File: config.mk
export PLATFORM = sky130hd
export DESIGN_NAME = distribute_tree_credit_scheduler
export DESIGN_NICKNAME = d
export VERILOG_FILES = /design/src/rtl/distribute_tree_credit_scheduler.sv
export SDC_FILE = /design/constraint.sdc
export NUM_CORES = 1
export LEC_CHECK = 0
export ABC_AREA = 1
export BUFFER_PORTS_ARGS = -buffer_cell sky130_fd_sc_hd__buf_2
export CAP_MARGIN = 20
export CELL_PAD_IN_SITES_DETAIL_PLACEMENT = 1
export CELL_PAD_IN_SITES_GLOBAL_PLACEMENT = 2
export CORE_MARGIN = 4
export CORE_UTILIZATION = 26
export DETAILED_ROUTE_END_ITERATION = 8
export PLACE_DENSITY = 0.94
export SETUP_SLACK_MARGIN = 0.02
export SYNTH_ARGS = -nofsm -noshare
export SYNTH_HDL_FRONTEND = slang
export SYNTH_SLANG_ARGS = --single-unit
File: constraint.sdc
create_clock -name clk -period 10.7 [get_ports clk]
set_input_delay 3.21 -clock clk [delete_from_list [all_inputs] [get_ports clk]]
set_output_delay 3.21 -clock clk [all_outputs]
set_load 0.01 [all_outputs]
File: src/rtl/distribute_tree_credit_scheduler.sv
// Round-robin, credit-gated scheduler that feeds the root of a binary
// distribute tree built from 1x2 cmd-flow switches.
// Ports:
//   clk, rst          clock and synchronous active-high reset
//   i_en              scheduler enable (0 = no grants)
//   i_req_valid/data/dest   per-requester flit, payload and leaf index
//   o_req_ready       one-hot grant (combinational)
//   i_credit_return   per-leaf buffer slot freed
//   o_valid/o_data_bus/o_cmd/o_en   registered drive of the root switch
//   o_grant_id        requester that sourced the current o_valid flit
//   o_credit_err      sticky: credit returned to an already-full counter
module distribute_tree_credit_scheduler #(
  parameter int unsigned DATA_WIDTH   = 32,
  parameter int unsigned NUM_REQ      = 4,
  parameter int unsigned NUM_LEAF     = 8,
  parameter int unsigned DEST_WIDTH   = 3,
  parameter int unsigned CREDIT_MAX   = 4,
  parameter int unsigned CREDIT_WIDTH = 3
) (
  input  logic                             clk,
  input  logic                             rst,
  input  logic                             i_en,
  input  logic [NUM_REQ-1:0]               i_req_valid,
  input  logic [NUM_REQ*DATA_WIDTH-1:0]    i_req_data,
  input  logic [NUM_REQ*DEST_WIDTH-1:0]    i_req_dest,
  output logic [NUM_REQ-1:0]               o_req_ready,
  input  logic [NUM_LEAF-1:0]              i_credit_return,
  output logic                             o_valid,
  output logic [DATA_WIDTH-1:0]            o_data_bus,
  output logic [DEST_WIDTH-1:0]            o_cmd,
  output logic                             o_en,
  output logic [$clog2(NUM_REQ)-1:0]       o_grant_id,
  output logic                             o_credit_err
);

  localparam int unsigned GNT_WIDTH = $clog2(NUM_REQ);

  // State
  logic [CREDIT_WIDTH-1:0] credit_q [NUM_LEAF];
  logic [CREDIT_WIDTH-1:0] credit_d [NUM_LEAF];
  logic [GNT_WIDTH-1:0]    rr_ptr_q, rr_ptr_d;
  logic                    valid_q, valid_d;
  logic [DATA_WIDTH-1:0]   data_q, data_d;
  logic [DEST_WIDTH-1:0]   cmd_q, cmd_d;
  logic                    en_q, en_d;
  logic [GNT_WIDTH-1:0]    grant_id_q, grant_id_d;
  logic                    err_q, err_d;

  // Arbitration signals
  logic [DEST_WIDTH-1:0]   req_dest_c [NUM_REQ];
  logic [NUM_REQ-1:0]      elig_c;
  logic [GNT_WIDTH-1:0]    cand_c;
  logic [GNT_WIDTH-1:0]    winner_c;
  logic                    win_found_c;
  logic [DATA_WIDTH-1:0]   win_data_c;
  logic [DEST_WIDTH-1:0]   win_dest_c;
  logic [NUM_REQ-1:0]      req_ready_c;

  // Eligibility: only registered credit is consulted, so a credit return
  // never reaches o_req_ready in the same cycle.
  always_comb begin
    for (int unsigned r = 0; r < NUM_REQ; r++) begin
      req_dest_c[r] = i_req_dest[r*DEST_WIDTH +: DEST_WIDTH];
      elig_c[r]     = i_en & i_req_valid[r] & (credit_q[req_dest_c[r]] != '0) & ~rst;
    end
  end

  // Round-robin scan starting at rr_ptr_q
  always_comb begin
    win_found_c = 1'b0;
    winner_c    = '0;
    cand_c      = '0;
    for (int unsigned i = 0; i < NUM_REQ; i++) begin
      cand_c = GNT_WIDTH'((32'(rr_ptr_q) + i) % NUM_REQ);
      if (!win_found_c && elig_c[cand_c]) begin
        win_found_c = 1'b1;
        winner_c    = cand_c;
      end
    end
  end

  // Winner payload mux and one-hot ready
  always_comb begin
    win_data_c  = '0;
    win_dest_c  = '0;
    req_ready_c = '0;
    for (int unsigned r = 0; r < NUM_REQ; r++) begin
      if (win_found_c && (winner_c == GNT_WIDTH'(r))) begin
        win_data_c     = i_req_data[r*DATA_WIDTH +: DATA_WIDTH];
        win_dest_c     = req_dest_c[r];
        req_ready_c[r] = 1'b1;
      end
    end
  end

  assign o_req_ready = req_ready_c;

  // Next state: issue registers, pointer and credit bookkeeping
  always_comb begin
    valid_d    = win_found_c;
    data_d     = win_found_c ? win_data_c : '0;
    cmd_d      = win_found_c ? win_dest_c : '0;
    grant_id_d = win_found_c ? winner_c : grant_id_q;
    en_d       = i_en;
    rr_ptr_d   = win_found_c ? GNT_WIDTH'((32'(winner_c) + 32'd1) % NUM_REQ) : rr_ptr_q;
    err_d      = err_q;
    for (int unsigned l = 0; l < NUM_LEAF; l++) begin
      credit_d[l] = credit_q[l];
      // Issue and return on the same leaf cancel out. Issue never
      // underflows because a zero-credit leaf is never eligible.
      if (win_found_c && (win_dest_c == DEST_WIDTH'(l))) begin
        if (!i_credit_return[l]) begin
          credit_d[l] = credit_q[l] - CREDIT_WIDTH'(1);
        end
      end else if (i_credit_return[l]) begin
        if (credit_q[l] == CREDIT_WIDTH'(CREDIT_MAX)) begin
          err_d = 1'b1;
        end else begin
          credit_d[l] = credit_q[l] + CREDIT_WIDTH'(1);
        end
      end
    end
  end

  // State registers
  always_ff @(posedge clk) begin
    if (rst) begin
      for (int unsigned l = 0; l < NUM_LEAF; l++) begin
        credit_q[l] <= CREDIT_WIDTH'(CREDIT_MAX);
      end
      rr_ptr_q   <= '0;
      valid_q    <= 1'b0;
      data_q     <= '0;
      cmd_q      <= '0;
      en_q       <= 1'b0;
      grant_id_q <= '0;
      err_q      <= 1'b0;
    end else begin
      credit_q   <= credit_d;
      rr_ptr_q   <= rr_ptr_d;
      valid_q    <= valid_d;
      data_q     <= data_d;
      cmd_q      <= cmd_d;
      en_q       <= en_d;
      grant_id_q <= grant_id_d;
      err_q      <= err_d;
    end
  end

  assign o_valid      = valid_q;
  assign o_data_bus   = data_q;
  assign o_cmd        = cmd_q;
  assign o_en         = en_q;
  assign o_grant_id   = grant_id_q;
  assign o_credit_err = err_q;

endmodule

==> out/results.ini, run 1 <==
[setup_path]
worstPathMaxFanout=33
crit_required_ns=7.49
cp-end-kind=output pin
crit_path_start_kind=input pin
worst-setup-path-type=input pin to output pin
worstPathArrival_ns=5.90

[sta]
post-route-period-util_pct=85.2
max_slew.worst_pin.slew_ns=0.677
setup_violations=0
fmax_ghz=0.110
finalHoldViolCount=0
drv_slew=0
hold_slack_ns=0.481
grt_setup_unrepaired=false
finalSetupTns_ns=0
post-route-min-period_ns=9.11
max-slew-margin-rel_pct=54.8
finClkSkew_ns=0.0102

[final_layout]
syn_to_final_growth_pct=30.0
nets=1118
final_cell_mix=nand2_1 (210), buf_2 (198), nand3_1 (122), o21ai_0 (77), nor2_1 (67)
drive_gt1_share_pct=29.4
utilization_pct=34.7
fillCellCount=2414
final_common_cell=nand2_1
diodes=0

[die]
rows=49
die_h_um=144
io_pins=199
die_x_um=144
start_util_pct=26.7
core_mm2=0.0181
dieArea_mm2=0.0208

[clock_tree]
htree_levels=3
cts.root.buffer_cell=clkbuf_16
ctsHoldBuffers=0
numCtsBuffers=9
cts_setup_buffers=0
clkTransAtPathRegs_ns=0.05
clock-sinks=66
clock_path_buffers=2
insertion_delay_ns=0.34
cts-resized-gates=0
cts_tree=yes

[synth]
synthFlopType=dfxtp_1
avgSynthCellArea_um2=6.25
synthArstFlopShare_pct=0
synth_warnings=0
syn-cell-area_mm2=0.00483
synth.distinct_cells=39
ys_ff_latch=66
netlist_instances=772
synth_fp_nets=937
ys_seq_area_share_pct=27.4
synth_edf_count=0

[grt]
use_met3_pct=6.18
grt_usage_pct=18.0
grt-ovfl-total=0
grt_max_degree=71
antenna_found_initial=1
use_met2_pct=31.3
grt_pass1_vias=5720
grt_pass1_wl_um=29500
grt_most_used_layer=met2
grt_util_met1_pct=21.2

[pwr]
vdd_drop_max_v=0.000124
pwr-share-clk_pct=13.3
power_density_mw_per_mm2=357
p_int_mw=1.03
seq_power_share_pct=18.3
comb_power_share_pct=68.5
leakagePower_nw=3.34
p_switching_mw=1.21
p_sw_share_pct=54.1

[route]
drc=0
dr.pass1.iters=4
drtIter0Drc=185
via_per_inst=4.75
postRouteAntennaNets=0
route.vias.total=5638
drt-wirelength-per-cell_um=15.9
drt_wl_total_um=18800

[run_status]
status=finished, final reports clean

[job]
maxCapViolCount=0

[placed_design]
hpwl_um=15100
port_buffers=198
finalWeightedCongestion=0.837

[hold_path]
hold_path.class=register to register

[stage by stage]
| step | total power, mW | cells | area, um2 | setup WS, ns |
|---|---|---|---|---|
| global placement | 1.93 | 1171 | 5980 | 1.65 |
| finish | 2.24 | 1187 | 6270 | 1.59 |
| global route | 2.48 | 1187 | 6270 | 1.19 |
| detailed placement | 1.97 | 1171 | 5980 | 1.59 |
| CTS | 2.28 | 1187 | 6270 | 1.55 |
| floorplan | 1.53 | 772 | 4830 | 2.13 |
[worst paths after layout]
check	slack, ns	cells past startpoint	to	start
worst max register to register	5.87	30	credit_q[20]	credit_q[0]
worst max-delay path	1.59	16	o_req_ready[0]	rst
worst min-delay path	0.48	1	credit_q[0]	credit_q[0]
worst min register to register	0.48	1	credit_q[0]	credit_q[0]
[layer usage]
layer	routed length (um)	vias up	part of all wire (%)
met5	20	-	0.11
met4	372	2	2.0
met3	1460	22	7.8
met2	9130	163	48
met1	7850	2596	42
li1	-	2855	-
[power by group through the flow]
stage                     Clock, mW  Sequential [mW]  Combinational, mW
after detailed placement          0            0.415               1.55
after global routing          0.320            0.423               1.74
after floorplan                   0            0.431               1.10
after global placement            0            0.413               1.51
after CTS                     0.307            0.411               1.56
final                         0.298            0.409               1.54
[Yosys cell counts, drive strengths merged (4+ instances only)]
cell	count	area share, %
inv	83	6.6
dfxtp	66	27
xor2	4	0.73
clkbuf	19	1.5
nand3	132	15
a21oi	22	2.8
nor2	75	7.0
o21ai	92	9.8
buf	14	1.8
nand2	230	20
fa	8	3.3
nand4	12	1.7
[registers in the layout (all words and copies together) (netlist names)]
signal and count:
credit_q 24, o_cmd 3, o_credit_err 1, o_data_bus 32, o_en 1, o_grant_id 2, o_valid 1, rr_ptr_q 2
[final cells by class]
type	instances	area [um2]	share of cell area, %
timing repair buffer	203	1030	16.4
sequential	66	1320	21.1
inverter	85	324	5.17
clock inverter	5	55.1	0.878
tap	229	287	4.57
multi-input combinational	588	3020	48.2
clock buffer	11	233	3.71
[cells by family (layout without fill, tap and decap cells)]
group / Yosys count / in the layout / synth area share [%]
simple gates: 455 / 455 / 44.4
flops: 66 / 66 / 27.4
fa+ha+maj: 10 / 10 / 3.84
compound gates: 117 / 117 / 13.3
buf+inv: 118 / 304 / 10.0
xor+xnor: 6 / 6 / 1.09
[critical path, cell delays in order]
cell	delay (ns)
buf_2	0.16
inv_2	0.34
nand2_1	0.20
nor2_1	0.23
nand3_1	0.13
nand2_1	0.09
nand2_1	0.08
nand2_2	0.10
nand2_2	0.09
a21oi_1	0.13
nand2_1	0.10
a21oi_2	0.24
inv_1	0.12
nor2_2	0.10
buf_4	0.36
buf_2	0.21
(Power assumes the default switching activity.)
==> inputs of run 2 (changes only) <==
--- a/config.mk
+++ b/config.mk
@@ -12,6 +12,8 @@
 export CELL_PAD_IN_SITES_GLOBAL_PLACEMENT = 2
 export CORE_MARGIN = 4
 export CORE_UTILIZATION = 26
+export CTS_BUF_LIST = sky130_fd_sc_hd__clkbuf_16
+export CTS_CLUSTER_SIZE = 30
 export DETAILED_ROUTE_END_ITERATION = 8
 export PLACE_DENSITY = 0.94
 export SETUP_SLACK_MARGIN = 0.02
==> constraint.sdc (replaced) <==
create_clock -name clk -period 10.7 [get_ports clk]
set_input_delay 0.535 -clock clk [delete_from_list [all_inputs] [get_ports clk]]
set_output_delay 0.535 -clock clk [all_outputs]
set_load 0.01 [all_outputs]
==> out/results.ini, run 2 (synthesized netlist as in run 1, its figures left out) <==
[setup_path]
worstReg2RegEnd=credit_q[8]
crit_required_ns=10.17  ; +2.68 ns
crit_buf_inv=4  ; -1
cp-end-kind=output pin
worstPathArrival_ns=4.46  ; -1.44 ns
r2r.worst_path.cells=28  ; -6.7%
worstPathMaxFanout=36  ; +9.1%
cpPeakStageDelay_ns=0.98  ; +0.62 ns
worstPathCellList=buf_2 > inv_2 > nand2_1 > nor2_1 > nand3_1 > nand2_1 > nand3_1 > nand2_1 > nand4_1 > nand2_1 > and2_4 > ha_1 > nand2_2 > inv_1 > buf_2
worst-setup-path-type=input pin to output pin
cpLargestDelayFamily=simple AND/OR/NAND/NOR gates
crit_top_cell=nand2_1
r2r-start=credit_q[0]
r2r_slack_ns=5.97  ; +0.10 ns
cpMaxStageDelayCell=inv_1
crit_path_start_kind=input pin

[final_layout]
final_cell_mix=nand2_1 (210), buf_2 (198), nand3_1 (122), o21ai_0 (77), nor2_1 (67)
largest_reg_flops=32  ; unchanged
utilization_pct=34.8  ; +0.090 points
nets=1115  ; -0.27%
final_common_cell=nand2_1
syn_to_final_growth_pct=30.3
drive_gt1_share_pct=29.4  ; about the same
diodes=0  ; unchanged
final_area_mm2=0.00629  ; +0.26%

[route]
met3_length_um=1530  ; +5.0%
postRouteAntennaNets=0  ; unchanged
drtIter0Drc=152  ; -18%
route.vias.total=5641  ; +0.053%
drt_wl_total_um=19100  ; +1.4%
dr_wl_met2_um=9580  ; +5.0%
wl_met1_um=7640  ; -2.7%
dr.pass1.iters=4  ; unchanged
drt-wirelength-per-cell_um=16.1  ; +1.7%
highest_layer=met4
drc=0  ; unchanged
via_per_inst=4.76  ; +0.31%

[run_status]
status=finished, final reports clean

[sta]
grt_setup_unrepaired=false
post-route-period-util_pct=46.6  ; -39 points
finalHoldViolCount=0  ; unchanged
hold_slack_ns=0.384  ; -0.0973 ns
max-slew-margin-rel_pct=29.9  ; -25 points
drv_slew=0  ; unchanged
max_slew.worst_pin.slew_ns=1.05  ; +0.373 ns
post-route-min-period_ns=4.99  ; -4.12 ns
finalSetupTns_ns=0  ; unchanged
fmax_ghz=0.200  ; +83%
setup_violations=0  ; unchanged
finClkSkew_ns=0.0109  ; +0.000632 ns

[grt]
grt_usage_pct=18.1  ; +0.048 points
grt_pass1_wl_um=29300  ; -0.61%
grt_pass1_vias=5737  ; +0.30%
antenna_found_initial=0  ; -1
grt-ovfl-total=0  ; unchanged
grt_max_degree=68  ; -4.2%

[die]
io_pins=199  ; unchanged
core_mm2=0.0181  ; unchanged
start_util_pct=26.7  ; unchanged
rows=49  ; unchanged
dieArea_mm2=0.0208  ; unchanged
die_x_um=144  ; unchanged
die_h_um=144  ; unchanged

[pwr]
total_power_mw=2.25  ; +0.35%
leakagePower_nw=3.35  ; +0.22%
power_density_mw_per_mm2=358  ; about the same
vdd_drop_max_v=0.000121  ; -1.8%

[clock_tree]
cts-resized-gates=0  ; unchanged
cts_tree=yes
ctsHoldBuffers=0  ; unchanged
insertion_delay_ns=0.35  ; about the same
clkTransAtPathRegs_ns=0.07  ; +0.02 ns
cts_setup_buffers=0  ; unchanged
clock_path_buffers=2  ; unchanged
cts.root.buffer_cell=clkbuf_16
numCtsBuffers=9  ; unchanged
htree_levels=3  ; unchanged
clock-sinks=66  ; unchanged

[job]
maxCapViolCount=0  ; unchanged

[placed_design]
hpwl_um=15300  ; +1.5%
placed_area_mm2=0.00596  ; -0.38%
port_buffers=198  ; unchanged
finalWeightedCongestion=0.868  ; +3.8%

[hold_path]
holdPathStages=3  ; +2
hold_path.class=input pin to register
min-delay-start=i_req_data[109]
min_to=o_data_bus[13]

[run 2: report_power, final]
part	switching (mW)	total, mW	internal [mW]	leakage (nW)
registers	0.0557	0.410	0.355	0.547
logic	1.02	1.51	0.488	2.64
clock network	0.127	0.334	0.207	0.158
[run 2: metrics by stage]
stage	instances	setup slack (ns)
global placement	1168	5.77
finish	1184	5.71
global route	1184	5.31
CTS	1184	5.70
detailed placement	1168	5.58
floorplan	772	6.86
[run 2: worst register-to-register path: cells and delay by family (launching register included)]
| family | cells | cell delay [ns] |
|---|---|---|
| xor gates and xnor gates | 1 | 0.14 |
| buffers and inverters | 4 | 0.40 |
| adders and majority gates | 2 | 0.63 |
| AOI/OAI and AO/OA | 1 | 0.35 |
| and+or+nand+nor | 20 | 2.74 |
| DFF | 1 | 0.34 |
[run 2: worst max path at each step]
stage / startpoint / slack (ns) / to / cells after the start
3_3_place_gp: rst / 5.77 / credit_q[8] / 26
5_1_grt: rst / 5.31 / o_req_ready[1] / 16
3_5_place_dp: rst / 5.58 / credit_q[8] / 26
6_report: rst / 5.71 / o_req_ready[1] / 15
2_1_floorplan: i_req_dest[3] / 6.86 / credit_q[11] / 30
4_1_cts: rst / 5.70 / o_req_ready[1] / 16
[run 2: area by class of cell]
| type | instances | area [um2] |
|---|---|---|
| multi-input cells | 588 | 3020 |
| repair buffers | 200 | 1010 |
| fillers | 2406 | 11800 |
| clock inverters | 7 | 101 |
| well taps | 229 | 287 |
| inverters | 85 | 324 |
| clock buffers | 9 | 225 |
| flip-flops and latches | 66 | 1320 |
[run 2: routing by layer]
metal / GRT usage, % / vias to the layer above
met5: 0 / -
met4: 5.20 / 0
met3: 5.85 / 21
met2: 32.8 / 176
met1: 20.1 / 2597
li1: - / 2847
==> inputs of run 3 (changes only) <==
--- a/config.mk
+++ b/config.mk
@@ -11,11 +11,11 @@
 export CELL_PAD_IN_SITES_DETAIL_PLACEMENT = 1
 export CELL_PAD_IN_SITES_GLOBAL_PLACEMENT = 2
 export CORE_MARGIN = 4
-export CORE_UTILIZATION = 26
+export CORE_UTILIZATION = 22
 export CTS_BUF_LIST = sky130_fd_sc_hd__clkbuf_16
 export CTS_CLUSTER_SIZE = 30
 export DETAILED_ROUTE_END_ITERATION = 8
-export PLACE_DENSITY = 0.94
+export PLACE_DENSITY = 0.85
 export SETUP_SLACK_MARGIN = 0.02
 export SYNTH_ARGS = -nofsm -noshare
 export SYNTH_HDL_FRONTEND = slang
==> constraint.sdc (replaced) <==
create_clock -name clk -period 4.1 [get_ports clk]
set_input_delay 0.205 -clock clk [delete_from_list [all_inputs] [get_ports clk]]
set_output_delay 0.205 -clock clk [all_outputs]
set_load 0.01 [all_outputs]
==> out/results.ini, run 3 (synthesized netlist as in run 1, its figures left out) <==
[run_status]
status=finished, final reports clean

[pwr]
leakagePower_nw=3.48  ; +4.0%
vdd_drop_max_v=0.000323  ; +170%
power_density_mw_per_mm2=946  ; +160%

[hold_path]
min-delay-start=i_req_data[110]
hold_path.class=input pin to register
min_to=o_data_bus[14]
holdPathStages=3  ; unchanged

[setup_path]
worst-setup-path-type=register to register
worstReg2RegEnd=credit_q[5]
crit_start=credit_q[0]
r2r_slack_ns=0.25  ; -5.72 ns
cpPeakStageDelay_ns=0.41  ; -0.57 ns
worstPathArrival_ns=4.06  ; -0.40 ns
crit_required_ns=4.31  ; -5.86 ns
r2r.worst_path.cells=28  ; unchanged
r2r-start=credit_q[0]
cpLargestDelayFamily=simple AND/OR/NAND/NOR gates
worstPathMaxFanout=7  ; -81%
cp-end-kind=register
crit_path_start_kind=register
crit_top_cell=nand2_1
crit_buf_inv=3  ; -1
cpMaxStageDelayCell=fa_1

[route]
drt_wl_total_um=20000  ; +4.9%
via_per_inst=4.61  ; -3.2%
drt-wirelength-per-cell_um=16.0  ; -0.70%
route.vias.total=5769  ; +2.3%
drtIter0Drc=178  ; +17%
drc=0  ; unchanged
postRouteAntennaNets=0  ; unchanged
dr.pass1.iters=4  ; unchanged

[final_layout]
utilization_pct=31.2  ; -3.6 points
syn_to_final_growth_pct=37.6
drive_gt1_share_pct=34.7  ; +5.3 points
final_cell_mix=nand2_1 (204), buf_2 (198), nand3_1 (118), o21ai_0 (74), inv_1 (61)
nets=1136  ; +1.9%
finalNonFillerCells=1251  ; +5.7%
final_common_cell=nand2_1
largest_reg_flops=32  ; unchanged
diodes=0  ; unchanged
fillCellCount=2788  ; +16%

[die]
core_mm2=0.0213  ; +18%
start_util_pct=22.7  ; -4.0 points
rows=53  ; +8.2%
dieArea_mm2=0.0244  ; +17%
die_x_um=156  ; +8.2%
io_pins=199  ; unchanged
die_h_um=156  ; +8.2%

[grt]
grt_usage_pct=16.0  ; -2.1 points
antenna_found_initial=0  ; unchanged
grt_pass1_wl_um=30800  ; +5.2%
grt_max_degree=66  ; -2.9%
grt_pass1_vias=5867  ; +2.3%
grt-ovfl-total=0  ; unchanged

[sta]
finalHoldViolCount=0  ; unchanged
max_slew.worst_pin.slew_ns=0.621  ; -0.429 ns
fmax_ghz=0.260
grt_setup_unrepaired=true
worst_slack_ns=0.251  ; -5.46 ns
setup_violations=0  ; unchanged
max-slew-margin-rel_pct=58.6  ; +29 points
post-route-period-util_pct=93.9
drv_slew=0  ; unchanged
post-route-min-period_ns=3.85
finClkSkew_ns=0.00949  ; -0.00137 ns

[clock_tree]
insertion_delay_ns=0.34  ; about the same
cts_tree=yes
cts.root.buffer_cell=clkbuf_16
clock_path_buffers=2  ; unchanged
clkTransAtPathRegs_ns=0.07  ; about the same
clock-sinks=66  ; unchanged
numCtsBuffers=9  ; unchanged
htree_levels=3  ; unchanged

[placed_design]
dp.cells=1223  ; +4.7%
finalWeightedCongestion=0.846  ; -2.5%
port_buffers=198  ; unchanged
pre_cts_ws_ns=-0.0289  ; -5.61 ns
hpwl_um=15600  ; +1.7%

[job]
maxCapViolCount=0  ; unchanged

-- run 3: stage by stage --
stage	hold WS, ns	total power [mW]	area (um2)	setup TNS, ns
finish	0.0556	6.29	6640	0
global route	0.0547	6.93	6640	-0.00766
CTS	0.0398	6.04	6410	0
detailed placement	0.411	5.14	6090	-0.0664
global placement	0.405	5.04	6090	0
floorplan	0.274	3.99	4830	0
-- run 3: worst reg2reg max path: cells and delay by family, from the launching register on --
| kind | cells | cell delay [ns] |
|---|---|---|
| AND/OR/NAND/NOR | 22 | 2.24 |
| adder cells (fa/ha/maj) | 2 | 0.63 |
| flip-flops | 1 | 0.35 |
| buffers and inverters | 3 | 0.28 |
| AO/OA/AOI/OAI | 1 | 0.22 |
-- run 3: power breakdown --
part,total (mW),leakage [nW],internal [mW],switching (mW)
Combinational,4.34,2.78,1.52,2.82
Clock,0.862,0.151,0.532,0.330
Sequential,1.08,0.549,0.934,0.150
Total,6.29,3.48,2.98,3.30
-- run 3: worst max-delay path by stage --
stage / endpoint / slack, ns / depth (start not counted)
3_3_place_gp: credit_q[8] / 0.1 / 28
6_report: credit_q[5] / 0.25 / 28
4_1_cts: credit_q[11] / 0.02 / 29
2_1_floorplan: credit_q[11] / 0.55 / 29
3_5_place_dp: credit_q[20] / -0.03 / 29
5_1_grt: credit_q[5] / -0.008 / 28
-- run 3: per-layer routing --
| metal | up-vias | GRT usage, % | wire (um) |
|---|---|---|---|
| met5 | - | 0 | 0 |
| met4 | 0 | 4.42 | 284 |
| met3 | 16 | 4.85 | 1360 |
| met2 | 159 | 27.6 | 9850 |
| met1 | 2696 | 19.2 | 8550 |
| li1 | 2898 | - | - |
-- run 3: repair_timing --
action | in CTS | in global routing
gates cloned | 0 | 1
hold buffers | 0 | 0
pin swaps | 0 | 9
setup buffers | 0 | 11
gates resized for setup | 2 | 51
setup endpoints to repair | 5 | 23
-- run 3: cell type report --
cell class,count,area (um2),share of cell area [%]
Sequential cell,66,1340,20.2
Inverter,85,327,4.92
Clock buffer,9,225,3.39
Timing Repair Buffer,220,1160,17.4
Clock inverter,7,93.8,1.41
Multi-Input combinational cell,589,3160,47.5
Tap cell,275,344,5.18
